[config.mk]
export PLATFORM = sky130hd
export DESIGN_NAME = exec_stage
export DESIGN_NICKNAME = d
export VERILOG_FILES = /design/src/rtl/exec_pkg.sv /design/src/rtl/sync_counter.sv /design/src/rtl/exec_stage.sv
export SDC_FILE = /design/constraint.sdc
export NUM_CORES = 1
export LEC_CHECK = 0
export ABC_AREA = 0
export CAP_MARGIN = 10
export CORE_MARGIN = 2
export CORE_UTILIZATION = 44
export DETAILED_ROUTE_END_ITERATION = 10
export PLACE_DENSITY = 0.92
export SETUP_SLACK_MARGIN = 0.15
export SYNTH_ARGS = -nofsm -noshare
export SYNTH_HDL_FRONTEND = slang
export SYNTH_SLANG_ARGS = --single-unit
[constraint.sdc]
create_clock -name clk -period 6.2 [get_ports clk]
set_input_delay 1.24 -clock clk [delete_from_list [all_inputs] [get_ports clk]]
set_output_delay 1.24 -clock clk [all_outputs]
set_load 0.05 [all_outputs]
[src/rtl/exec_pkg.sv]
// Instruction encoding shared by fetch, the execute stage and the core wrapper.
// 16-bit word: opcode in [15:12], immediate in [11:0].
package exec_pkg;

  localparam int unsigned InsW    = 16;
  localparam int unsigned OpW     = 4;
  localparam int unsigned ImmW    = 12;
  localparam int unsigned SyncIdW = 8;

  localparam logic [OpW-1:0] OpNop   = 4'h0;
  localparam logic [OpW-1:0] OpAdd   = 4'h1;
  localparam logic [OpW-1:0] OpSub   = 4'h2;
  localparam logic [OpW-1:0] OpPinc  = 4'h3;
  localparam logic [OpW-1:0] OpPdec  = 4'h4;
  localparam logic [OpW-1:0] OpBrz   = 4'h5;
  localparam logic [OpW-1:0] OpBr    = 4'h6;
  localparam logic [OpW-1:0] OpBrnz  = 4'h7;
  localparam logic [OpW-1:0] OpSync  = 4'h8;
  localparam logic [OpW-1:0] OpPrint = 4'h9;

  // SYNC reuses imm: [11:8] = expected core count, [7:0] = barrier id.
  typedef struct packed {
    logic [OpW-1:0]  op;
    logic [ImmW-1:0] imm;
  } ins_t;

endpackage

[src/rtl/sync_counter.sv]
// Counts the cores whose current instruction is a SYNC on the given barrier id.
module sync_counter
  import exec_pkg::*;
#(
  parameter int unsigned NCORES = 4
) (
  input  logic [NCORES*InsW-1:0]      all_ins,
  input  logic [SyncIdW-1:0]          sync_id,
  output logic [$clog2(NCORES+1)-1:0] count
);

  localparam int unsigned CntW = $clog2(NCORES + 1);

  always_comb begin
    count = '0;
    for (int i = 0; i < NCORES; i++) begin
      if (all_ins[InsW*i+ImmW +: OpW] == OpSync && all_ins[InsW*i +: SyncIdW] == sync_id) begin
        count = count + CntW'(1);
      end
    end
  end

endmodule

[src/rtl/exec_stage.sv]
// Execute stage of a tape-machine core: arithmetic on the current cell, pointer
// moves, branches, cross-core SYNC barriers and a PRINT handshake.
module exec_stage
  import exec_pkg::*;
#(
  parameter int unsigned NCORES    = 4,
  parameter int unsigned DATA_W    = 16,
  parameter int unsigned ADDR_W    = 16,
  parameter int unsigned RESET_PTR = 128,
  parameter int unsigned SATURATE  = 0
) (
  input  logic                          clk,
  input  logic                          rst_n,
  input  logic [15:0]                   ins_in,
  input  logic [DATA_W-1:0]             val_in,
  input  logic                          fork_valid,
  input  logic [ADDR_W-1:0]             fork_ptr,
  input  logic [NCORES*16-1:0]          all_ins,
  input  logic                          print_ready,
  output logic [DATA_W-1:0]             val_out,
  output logic                          wb_en,
  output logic [ADDR_W-1:0]             ptr_select,
  output logic [ADDR_W-1:0]             ptr_wb,
  output logic [15:0]                   branch_val,
  output logic                          branch_en,
  output logic [15:0]                   current_ins,
  output logic                          stall,
  output logic [$clog2(NCORES+1)-1:0]   num_syncs,
  output logic [DATA_W-1:0]             print_data,
  output logic                          print_valid,
  output logic                          next_print_valid,
  output logic [15:0]                   stall_cnt
);

  localparam bit Sat = (SATURATE != 0);

  logic [15:0]        ins_q;
  logic [DATA_W-1:0]  val_q;
  logic [ADDR_W-1:0]  ptr_q;
  logic [15:0]        stall_cnt_q;

  ins_t               ins;
  ins_t               ins_next;
  logic [ImmW-1:0]    step;
  logic [DATA_W-1:0]  k_val;
  logic [ADDR_W-1:0]  k_ptr;
  logic [DATA_W:0]    add_res;
  logic [DATA_W:0]    sub_res;
  logic [ADDR_W-1:0]  ptr_next;
  logic               sync_wait;

  assign ins      = ins_t'(ins_q);
  assign ins_next = ins_t'(ins_in);

  // An immediate of zero means a step of one.
  assign step  = (ins.imm == '0) ? ImmW'(1) : ins.imm;
  assign k_val = DATA_W'(step);
  assign k_ptr = ADDR_W'(step);

  // Extra top bit carries out of ADD and borrows out of SUB.
  assign add_res = {1'b0, val_q} + {1'b0, k_val};
  assign sub_res = {1'b0, val_q} - {1'b0, k_val};

  sync_counter #(
    .NCORES (NCORES)
  ) u_sync_counter (
    .all_ins (all_ins),
    .sync_id (ins.imm[SyncIdW-1:0]),
    .count   (num_syncs)
  );

  assign sync_wait = (32'(num_syncs) != 32'(ins.imm[11:8]));

  always_comb begin
    val_out     = '0;
    wb_en       = 1'b0;
    ptr_next    = ptr_q;
    branch_val  = '0;
    branch_en   = 1'b0;
    stall       = 1'b0;
    print_data  = '0;
    print_valid = 1'b0;
    case (ins.op)
      OpAdd: begin
        wb_en   = 1'b1;
        val_out = (Sat && add_res[DATA_W]) ? '1 : add_res[DATA_W-1:0];
      end
      OpSub: begin
        wb_en   = 1'b1;
        val_out = (Sat && sub_res[DATA_W]) ? '0 : sub_res[DATA_W-1:0];
      end
      OpPinc: ptr_next = ptr_q + k_ptr;
      OpPdec: ptr_next = ptr_q - k_ptr;
      OpBrz: begin
        branch_val = {4'h0, ins.imm};
        branch_en  = (val_q == '0);
      end
      OpBr: begin
        branch_val = {4'h0, ins.imm};
        branch_en  = 1'b1;
      end
      OpBrnz: begin
        branch_val = {4'h0, ins.imm};
        branch_en  = (val_q != '0);
      end
      OpSync: stall = sync_wait;
      OpPrint: begin
        print_valid = 1'b1;
        print_data  = val_q;
        stall       = ~print_ready;
      end
      default: ;
    endcase
  end

  // A fork restart beats any pointer move decoded this cycle.
  assign ptr_select = fork_valid ? fork_ptr : ptr_next;

  always_ff @(posedge clk) begin
    if (!rst_n) begin
      ins_q       <= '0;
      val_q       <= '0;
      ptr_q       <= ADDR_W'(RESET_PTR);
      stall_cnt_q <= '0;
    end else begin
      val_q <= val_in;
      ptr_q <= ptr_select;
      if (!stall) begin
        ins_q <= ins_in;
      end
      if (stall && stall_cnt_q != 16'hFFFF) begin
        stall_cnt_q <= stall_cnt_q + 16'd1;
      end
    end
  end

  assign current_ins      = ins_q;
  assign ptr_wb           = ptr_q;
  assign stall_cnt        = stall_cnt_q;
  assign next_print_valid = (ins_next.op == OpPrint);

endmodule
==> After elaboration in Yosys (flattened, before gate mapping) <==
Index checks and enable logic that the tools add are counted.
{ "classes": {"n_addsub": 8, "n_eq_ne": 20, "mux": 14, "n_bitwise": 1, "n_reduce_logical": 10} }
{ "op_table": {"columns": ["op", "n"], "rows": [
  ["$pmux 16 s2", 2],
  ["$add 16x12->16", 2],
  ["$eq 8x8->1", 4],
  ["$mux 16", 2],
  ["$sub 16x12->16", 2],
  ["$eq 4x4->1 const B", 7],
  ["$mux 12", 2],
  ["$add 16x1->16 const B", 1],
  ["$eq 4x3->1 const B", 4],
  ["$logic_not 16->1", 1],
  ["$ne 16x16->1 const B", 1],
  ["$reduce_bool 16->1", 1],
  ["$logic_not 12->1", 1],
  ["$mux 3", 3],
  ["$eq 4x2->1 const B", 2],
  ["$add 3x1->3 const B", 2],
  ["$logic_and 1x1->1", 5],
  ["$eq 4x1->1 const B", 1],
  ["$ne 3x4->1", 1],
  ["$mux 1", 3],
  ["$pmux 1 s3", 1],
  ["$reduce_or 3->1", 1],
  ["$add 1x1->2 const B", 1],
  ["$pmux 1 s2", 1],
  ["other kinds (2)", 2]
]} }
{ "totals": {"reg_bits": 64, "input_bits": 116, "out_inout_bits": 120} }

==> Longest topological paths before layout <==
Gate-level depths: netlist (run 1).
{ "depth": {"depth_word": 12, "depth_mapped": 20} }

==> By module <==
A second synthesis (run 1) with hierarchy kept.
{ "unflattened": {"cells_unflattened": 700, "area_unflattened_um2": 5536.6} }
{ "modules_own_cells": {"columns": ["mod", "n_inst", "cells_per_inst", "area_each_um2", "seq_area_each_um2"], "rows": [
  ["exec_stage", 1, 638, 4998.5, 1281.2],
  ["sync_counter", 1, 62, 538.0, 0.0]
]} }

==> Worst setup path after synthesis (run 1) <==
No wires, ideal clock.
{ "synth_timing": {"kind": "reg2out", "start": "reg ins_q[3] (netlist: current_ins[3])", "end": "out ptr_select[13]", "arrival_time_ps": 5131, "slack_ps": -171, "path_stages_with_launch": 19, "cell_sequence": "dfxtp_1 > buf_1 > or4_1 > nor3_1 > a21o_1 > inv_1 > ha_1 > nand2b_1 > or2_2 > o21ai_0 > xor2_1 > ha_1 > a21o_1 > a21o_1 > a21o_1 > a31o_2 > a2111oi_0 > a311oi_1 > o21ai_0"} }
{ "synth_between": {"elab_chain_cells": 5, "word_cells_on_any_way": 6, "classes_between": "2 x add/sub; 3 x mux; 1 x reduce/logical"} }
{ "synth_rtl": {"columns": ["element", "line_no", "rtl"], "rows": [
  ["start, declared", "exec_stage.sv:37", "logic [15:0] ins_q;"],
  ["start signal, assigned", "exec_stage.sv:129", "ins_q <= ins_in;"],
  ["$logic_not 12->1", "exec_stage.sv:56", "assign step = (ins.imm == '0) ? ImmW'(1) : ins.imm;"],
  ["$mux 12 *", "exec_stage.sv:56", null],
  ["$sub 16x12->16 or $add 16x12->16 (tied branches)", "exec_stage.sv:93, exec_stage.sv:92", null],
  ["$pmux 16 s2 *", "exec_stage.sv:83", "case (ins.op)"],
  ["$mux 16 *", "exec_stage.sv:117", "assign ptr_select = fork_valid ? fork_ptr : ptr_next;"],
  ["end, declared", "exec_stage.sv:22", "output logic [ADDR_W-1:0] ptr_select,"]
]} }
Every way passes the cells marked *; elsewhere a longest branch is shown, timed or not.

==> Worst setup path in the final report (run 1) <==
{ "layout_timing": {"start": "in all_ins[6]", "end": "out stall"} }
{ "layout_between": {"elab_chain_cells": 11} }
{ "layout_rtl": {"columns": ["element", "line_no", "rtl"], "rows": [
  ["start, declared", "exec_stage.sv:18", "input logic [NCORES*16-1:0] all_ins,"],
  ["$eq 8x8->1 *", "sync_counter.sv:17", "if (all_ins[InsW*i+ImmW +: OpW] == OpSync && all_ins[InsW*i +: SyncIdW] == sync_id) begin"],
  ["$logic_and 1x1->1 *", "sync_counter.sv:17", null],
  ["$mux 1 *", "sync_counter.sv:17", null],
  ["$add 1x1->2", "sync_counter.sv:18", "count = count + CntW'(1);"],
  ["$mux 3 *", "sync_counter.sv:17", null],
  ["$add 3x1->3", "sync_counter.sv:18", null],
  ["$mux 3 *", "sync_counter.sv:17", null],
  ["$add 3x1->3", "sync_counter.sv:18", null],
  ["$mux 3 *", "sync_counter.sv:17", null],
  ["$ne 3x4->1 *", "exec_stage.sv:72", "assign sync_wait = (32'(num_syncs) != 32'(ins.imm[11:8]));"],
  ["$pmux 1 s2 *", "exec_stage.sv:83", null],
  ["end, declared", "exec_stage.sv:27", "output logic stall,"]
]} }
Marks and branches as above.

==> results.sh, run 1 <==
export IMPL_ff2ff_path_depth=18
export IMPL_ys_ff_latch=64
export IMPL_hold_viol_final=0
export IMPL_cp_arrival_ns=4.59
export IMPL_clkPwrFrac_pct=30.4
export IMPL_maxCapViolations=0
export IMPL_timing_critical_path_from_type="input port"
export IMPL_setup_ws_ns=0.3697
export IMPL_grtUsageTotal_pct=25.95
export IMPL_outcome="completed"
export IMPL_hold_worst_slack_ns=0.4948
export IMPL_yosys_warnings=0
export IMPL_critical_path_class="input port to primary output"
export IMPL_max_clock_path_buffers=2
export IMPL_viasPerCell=5.325
export IMPL_worstSkewPairLatency_ns=0.34
export IMPL_placement_io_buffers=215
export IMPL_final_max_slew_viol_count=0
export IMPL_synth_seq_area_share_pct=23.02
export IMPL_rsz_0062_raised_after_global_routing="false"
export IMPL_final_antenna_net_count=0
export IMPL_largest_net_degree_at_the_start_of_global_routing=49
export IMPL_place_gp_congestion=0.9172
export IMPL_finalCriticalPeriod_ns=5.830
export IMPL_global_route_overflow_total=0
export IMPL_netlist_area_um2=5565
export IMPL_syn_area_per_cell_um2=7.985
export IMPL_num_nets_final=1060
export IMPL_worst_ep_required_time_ns=4.96
export IMPL_async_flop_share_pct=0
export IMPL_core_area_um2=12470
export IMPL_post_place_cells=1066
export IMPL_timing_fmax_mhz=171.5
export IMPL_number_of_enable_flip_flop_cells_after_synthesis=0
export IMPL_comb_power_share_pct=44.8
export IMPL_drt_first_pass_iters=4
export IMPL_final_setup_tns_ns=0
export IMPL_dieHeight_um=116.5
export IMPL_power_net_switching_uw=718.4
export IMPL_initial_antenna_violation_count=0
export IMPL_holdPathEnd="stall_cnt[15]"
export IMPL_netlist_area_leader_share_pct=23.02
export IMPL_whs_path_depth=2
export IMPL_finalCoreUtilization_pct=66.15
export IMPL_synthCells=697
export IMPL_peakVddDrop_v=0.0002167
export IMPL_power_share_sequential_pct=24.8
export IMPL_ys_dominant_reg_cell="dfxtp_1"
export IMPL_synth_distinct_cells=68
export IMPL_power_report_internal_total_mw=1.135
export IMPL_finalWirelength_mm=17.84
export IMPL_antenna_diode_count=0
export IMPL_final_min_period_over_clock_period_pct=94.04
export IMPL_timing_slew_headroom_pct=48.91
export IMPL_dpl_cell_area_um2=7876
export IMPL_synthToLayoutAreaGrowth_pct=48.18
export IMPL_clockRootBuffer="clkbuf_16"
export IMPL_io_pins=236
export IMPL_leakage_component_of_the_power_nw=3.513
export IMPL_worst_hold_path_type="flop to flop"
export IMPL_end_of_the_worst_register_to_register_path="ptr_wb[13]"
export IMPL_detail_route_wl_per_cell_um=16.45
export IMPL_final_instance_count_excl_fill=1084
export IMPL_cts_tree="yes"
export IMPL_drive_above_1_share_pct=9.759
export IMPL_grt_pass1_vias=5622
export IMPL_die_area_um2=13560
export IMPL_worst_hold_startpoint="stall_cnt[15]"
export IMPL_setup_clock_skew_after_layout_ns=0.01115
export IMPL_dieWidth_um=116.5
export IMPL_drc_errors=0
export IMPL_finish_instance_area_um2=8247
export IMPL_reg2reg_setup_slack_ns=1.97
export IMPL_cts_made_buffers=9
export IMPL_clock_sinks=64
export IMPL_ys_top_cells_by_area="dfxtp_1, ha_1, xnor2_1"
export IMPL_type_of_element_capturing_the_critical_path="primary output"
export IMPL_dr_first_iter_drc_count=365
export IMPL_worst_path_max_fanout=3
export IMPL_synth_top_area_cell="dfxtp_1"
export IMPL_place_hpwl_mm=13.80
export IMPL_pre_cts_ws_ns=0.3865
export IMPL_tightestPinTransition_ns=0.7656
export IMPL_total_power_mw=1.854
export IMPL_dr_total_vias=5772
export IMPL_grt_pass1_wl_mm=27.41
export IMPL_cts_htree_levels=3
export IMPL_core_rowCount=41
export IMPL_switching_share_pct=38.75
export IMPL_power_density_nw_per_um2=224.8
export IMPL_clock_input_transition_at_the_sequential_cells_of_the_worst_setup_and_hold_paths_ns=0.06
export IMPL_launch_instance_of_the_worst_register_to_register_path="current_ins[3]"
export IMPL_floorplan_initialDensity_pct=44.65
export IMPL_finalSetupViolations=0
[per-layer routing]
metal,share of wire (%),global-route usage (%),vias to the layer above,wire length (um)
li1,-,-,2853,-
met1,41,31.25,2653,7359
met2,48,44.38,233,8636
met3,7.9,6.798,33,1407
met4,2.4,9.841,0,433
met5,0,0,-,0
[cell type report]
| type | count | area, um2 |
|---|---|---|
| fill | 1021 | 4219 |
| tap | 172 | 215.2 |
| clock inverter | 7 | 102.6 |
| inverter | 25 | 93.84 |
| clock buffer | 9 | 225.2 |
| multi-input combinational | 570 | 4003 |
| sequential | 64 | 1281 |
| timing repair buffer | 237 | 2326 |
[worst max-delay path by stage]
stage	from	endpoint	slack, ns
5_1_grt	current_ins[3]	val_out[15]	0.11
4_1_cts	current_ins[3]	ptr_select[6]	0.17
3_3_place_gp	all_ins[6]	stall	0.42
2_1_floorplan	current_ins[3]	ptr_select[13]	0.22
3_5_place_dp	all_ins[6]	stall	0.39
6_report	all_ins[6]	stall	0.37
[critical path, cell delays in order]
cell and delay, ns:
clkdlybuf4s50_1 0.42, xor2_1 0.14, nor4_1 0.36, and4_1 0.29
inv_1 0.06, ha_1 0.18, mux2i_1 0.28, ha_1 0.22
inv_1 0.06, nor4_4 0.32, xnor3_1 0.28, nand2b_2 0.08
a21oi_2 0.21, and2_1 0.21, inv_2 0.05, buf_4 0.18
[cell usage in the layout, fill, tap and decap left out, types with 3 or more instances in the layout]
master | netlist | routed
and4_1 | 3 | 3
or3_1 | 9 | 9
o21ai_0 | 29 | 27
o31ai_1 | 5 | 3
xor2_1 | 35 | 35
nand2_1 | 62 | 62
conb_1 | 1 | 4
mux2i_1 | 28 | 28
nand3b_1 | 4 | 4
and3_1 | 21 | 21
inv_1 | 21 | 21
clkbuf_16 | 0 | 9
and2_1 | 44 | 44
o21bai_1 | 3 | 3
nor3_1 | 22 | 21
o21a_1 | 6 | 6
xnor2_1 | 37 | 37
or4_1 | 5 | 4
nor4b_1 | 3 | 3
xnor2_2 | 7 | 7
nand2b_1 | 11 | 11
buf_4 | 5 | 36
clkdlybuf4s50_1 | 0 | 194
nor2_1 | 58 | 58
buf_12 | 0 | 4
or2_2 | 4 | 4
nor4_1 | 12 | 12
clkinv_1 | 3 | 3
nor2b_1 | 5 | 5
dfxtp_1 | 64 | 64
nand3_1 | 12 | 12
nand4_1 | 11 | 11
a21o_1 | 13 | 13
a21oi_1 | 40 | 39
mux2_2 | 3 | 3
ha_1 | 35 | 35
[cells in the mapped netlist, drive strengths merged (11+ instances only)]
library cell,count
dfxtp,64
nand2,62
nor2,58
xnor2,46
and2,44
a21oi,41
ha,35
xor2,35
o21ai,29
mux2i,28
nor3,23
clkbuf,22
inv,22
and3,21
buf,19
a21o,13
nand3,13
nor4,13
nand2b,12
nand4,11
[flip-flops by register name, indices dropped and copies added, names as in the netlist]
register,count
ptr_wb,16
current_ins,16
stall_cnt,16
val_q,16
[repair_timing]
| action | CTS | global route |
|---|---|---|
| endpoints found under the hold margin | 0 | 0 |
| endpoints found under the setup margin | 1 | 17 |
| buffers inserted | 0 | 2 |
| hold buffers | 0 | 0 |
| pin swaps | 0 | 3 |
| gates resized for setup | 1 | 10 |
[power by group through the flow]
stage | Clock, mW | Combinational (mW) | Sequential, mW
global placement | 0 | 0.801 | 0.467
CTS | 0.575 | 0.823 | 0.460
global route | 0.589 | 0.898 | 0.463
finish | 0.563 | 0.831 | 0.460
detailed placement | 0 | 0.818 | 0.468
floorplan | 0 | 0.512 | 0.519
[kinds of logic (layout without fill, tap and decap cells)]
family | after synthesis | in the layout | share of synthesized area, %
and+or+nand+nor | 299 | 299 | 29.02
AOI/OAI and AO/OA | 117 | 117 | 13.11
xor gates and xnor gates | 82 | 82 | 14.77
buffers and inverters | 66 | 278 | 5.778
DFF | 64 | 64 | 23.02
adders and majority gates | 37 | 37 | 8.588
muxes | 31 | 31 | 5.643
other | 1 | 4 | 0.06738
No activity file was read; power rests on OpenSTA's default activity.
==> run 2, diff against run 1 <==
--- a/config.mk
+++ b/config.mk
@@ -15,3 +15,4 @@
 export SYNTH_ARGS = -nofsm -noshare
 export SYNTH_HDL_FRONTEND = slang
 export SYNTH_SLANG_ARGS = --single-unit
+export TNS_END_PERCENT = 50
==> run 2 against run 1 <==
Against the previous run:
- critical path depth is 2 higher
- clock-buffer cell count is 1 higher
- worst hold slack worse by 0.0088 ns
- sequential power hardly changed
- first-iteration DRC count is 26% lower
- critical path type is now flop to primary output
- largest cell class unchanged
- largest power group unchanged
- highest routed layer unchanged
==> results.sh, run 2 (synthesis gave the netlist of run 1 again) <==
export IMPL_largest_net_degree_at_the_start_of_global_routing=49
export IMPL_end_of_the_worst_register_to_register_path="ptr_wb[13]"
export IMPL_worst_ep_required_time_ns=4.96
export IMPL_timing_critical_path_from_type="flop"
export IMPL_ff2ff_path_depth=18
export IMPL_reg2reg_setup_slack_ns=1.78
export IMPL_grtUsageTotal_pct=25.28
export IMPL_final_setup_tns_ns=0
export IMPL_launch_instance_of_the_worst_register_to_register_path="current_ins[3]"
export IMPL_dieWidth_um=116.5
export IMPL_rsz_0062_raised_after_global_routing="true"
export IMPL_clkPwrFrac_pct=28.9
export IMPL_cp_arrival_ns=4.72
export IMPL_finalSetupViolations=0
export IMPL_worst_hold_path_type="flop to flop"
export IMPL_num_nets_final=1059
export IMPL_finalWirelength_mm=17.63
export IMPL_finalCriticalPeriod_ns=5.960
export IMPL_grt_pass1_vias=5378
export IMPL_maxCapViolations=0
export IMPL_cts_tree="yes"
export IMPL_initial_antenna_violation_count=0
export IMPL_clock_sinks=64
export IMPL_hold_worst_slack_ns=0.4860
export IMPL_drc_errors=0
export IMPL_core_rowCount=41
export IMPL_core_area_um2=12470
export IMPL_filler_cell_count=1038
export IMPL_power_report_internal_total_mw=1.102
export IMPL_synthToLayoutAreaGrowth_pct=47.66
export IMPL_finish_instance_area_um2=8218
export IMPL_dr_total_vias=5753
export IMPL_power_density_nw_per_um2=220.0
export IMPL_dieHeight_um=116.5
export IMPL_layout_cells_most_common="clkdlybuf4s50_1"
export IMPL_max_clock_path_buffers=2
export IMPL_tightestPinTransition_ns=0.7576
export IMPL_detail_route_wl_per_cell_um=16.28
export IMPL_layout_common_cells="clkdlybuf4s50_1, dfxtp_1, nand2_1, nor2_1, and2_1"
export IMPL_dpl_cell_area_um2=7879
export IMPL_power_share_sequential_pct=25.5
export IMPL_cts_htree_levels=3
export IMPL_worstSkewPairLatency_ns=0.34
export IMPL_critical_path_class="flop to primary output"
export IMPL_setup_clock_skew_after_layout_ns=0.004452
export IMPL_placement_io_buffers=215
export IMPL_floorplan_initialDensity_pct=44.65
export IMPL_timing_slew_headroom_pct=49.44
export IMPL_place_hpwl_mm=13.64
export IMPL_place_gp_congestion=0.8787
export IMPL_worst_path_max_fanout=5
export IMPL_leakage_component_of_the_power_nw=3.518
export IMPL_power_net_switching_uw=706.4
export IMPL_type_of_element_capturing_the_critical_path="primary output"
export IMPL_antenna_diode_count=0
export IMPL_drt_first_pass_iters=5
export IMPL_clockRootBuffer="clkbuf_16"
export IMPL_dr_first_iter_drc_count=271
export IMPL_switching_share_pct=39.06
export IMPL_io_pins=236
export IMPL_critPathCapture="ptr_select[13]"
export IMPL_hold_viol_final=0
export IMPL_grt_pass1_wl_mm=26.49
export IMPL_final_max_slew_viol_count=0
export IMPL_timing_fmax_mhz=167.8
export IMPL_comb_power_share_pct=45.6
export IMPL_final_antenna_net_count=0
export IMPL_finalCoreUtilization_pct=65.92
export IMPL_cts_made_buffers=9
export IMPL_final_min_period_over_clock_period_pct=96.13
export IMPL_global_route_overflow_total=0
export IMPL_peakVddDrop_v=0.0001680
export IMPL_outcome="completed"
export IMPL_number_of_hold_buffers_added_after_cts=0
export IMPL_clock_input_transition_at_the_sequential_cells_of_the_worst_setup_and_hold_paths_ns=0.06
export IMPL_die_area_um2=13560
export IMPL_timing_critical_path_from="current_ins[3]"
export IMPL_drive_above_1_share_pct=9.111
export IMPL_viasPerCell=5.312
==> run 2: changes by cell type in the layout (fill, tap and decap cells not counted), sizes merged <==
cell and delta:
bufinv -1, dlymetal6s2s +1, clkbuf +1, clkinv +2, inv -2, buf -2
==> run 2: per-layer routing <==
| layer | track usage, % | part of all wire (%) | up-vias |
|---|---|---|---|
| met1 | 30.59 | 42 | 2615 |
| met4 | 10.95 | 2.4 | 0 |
| li1 | - | - | 2854 |
| met5 | 0 | 0 | - |
| met2 | 43.10 | 48 | 245 |
| met3 | 5.656 | 7.4 | 39 |
==> run 2: worst min path at each step <==
stage | from | cells past startpoint | end | slack, ns
after floorplan | stall_cnt[15] | 2 | stall_cnt[15] | 0.69
after global placement | stall_cnt[15] | 2 | stall_cnt[15] | 0.47
after detailed placement | stall_cnt[8] | 2 | stall_cnt[8] | 0.49
after CTS | stall_cnt[15] | 2 | stall_cnt[15] | 0.49
after global routing | stall_cnt[8] | 2 | stall_cnt[8] | 0.52
final | stall_cnt[15] | 2 | stall_cnt[15] | 0.49
==> run 2: area by class of cell <==
class	instances	area, um2	area share (%)
inverters	25	93.84	1.142
multi-input cells	570	3984	48.48
repair buffers	236	2336	28.43
clock buffers	10	239.0	2.908
clock inverters	6	68.82	0.8374
well taps	172	215.2	2.619
flip-flops and latches	64	1281	15.59
==> run 2: through the flow <==
stage               total power [mW]  cells  setup slack [ns]
floorplan                      1.030    700          0.001538
global placement               1.268   1065            0.4563
detailed placement             1.284   1065            0.3263
CTS                            1.812   1081            0.2288
global route                   1.904   1083           0.08245
finish                         1.808   1083            0.2402
==> run 2: power groups by stage <==
stage                     registers [mW]  logic, mW  clock network [mW]
final                              0.461      0.825               0.522
after global routing               0.463      0.887               0.553
after CTS                          0.461      0.819               0.532
after detailed placement           0.469      0.815                   0
after global placement             0.468      0.800                   0
after floorplan                    0.519      0.511                   0
==> run 2: worst max-delay path, cell delays in order (launching register included) <==
cell and delay [ns]:
dfxtp_1 0.31, or4_1 0.62, nor3_2 0.24, a21o_1 0.20
inv_1 0.06, ha_1 0.21, nand2b_1 0.12, or2_2 0.15
o21ai_0 0.09, xor2_1 0.25, ha_1 0.33, a21o_1 0.18
a21o_1 0.21, a21o_1 0.18, a31o_2 0.25, a2111oi_0 0.42
a311oi_1 0.09, o21ai_1 0.27, buf_12 0.18
==> run 2: timing repair <==
action                     4_1_cts  5_1_grt
resized for setup                1        7
buffers inserted                 0        2
pin swaps                        0        1
setup endpoints to repair        1       16
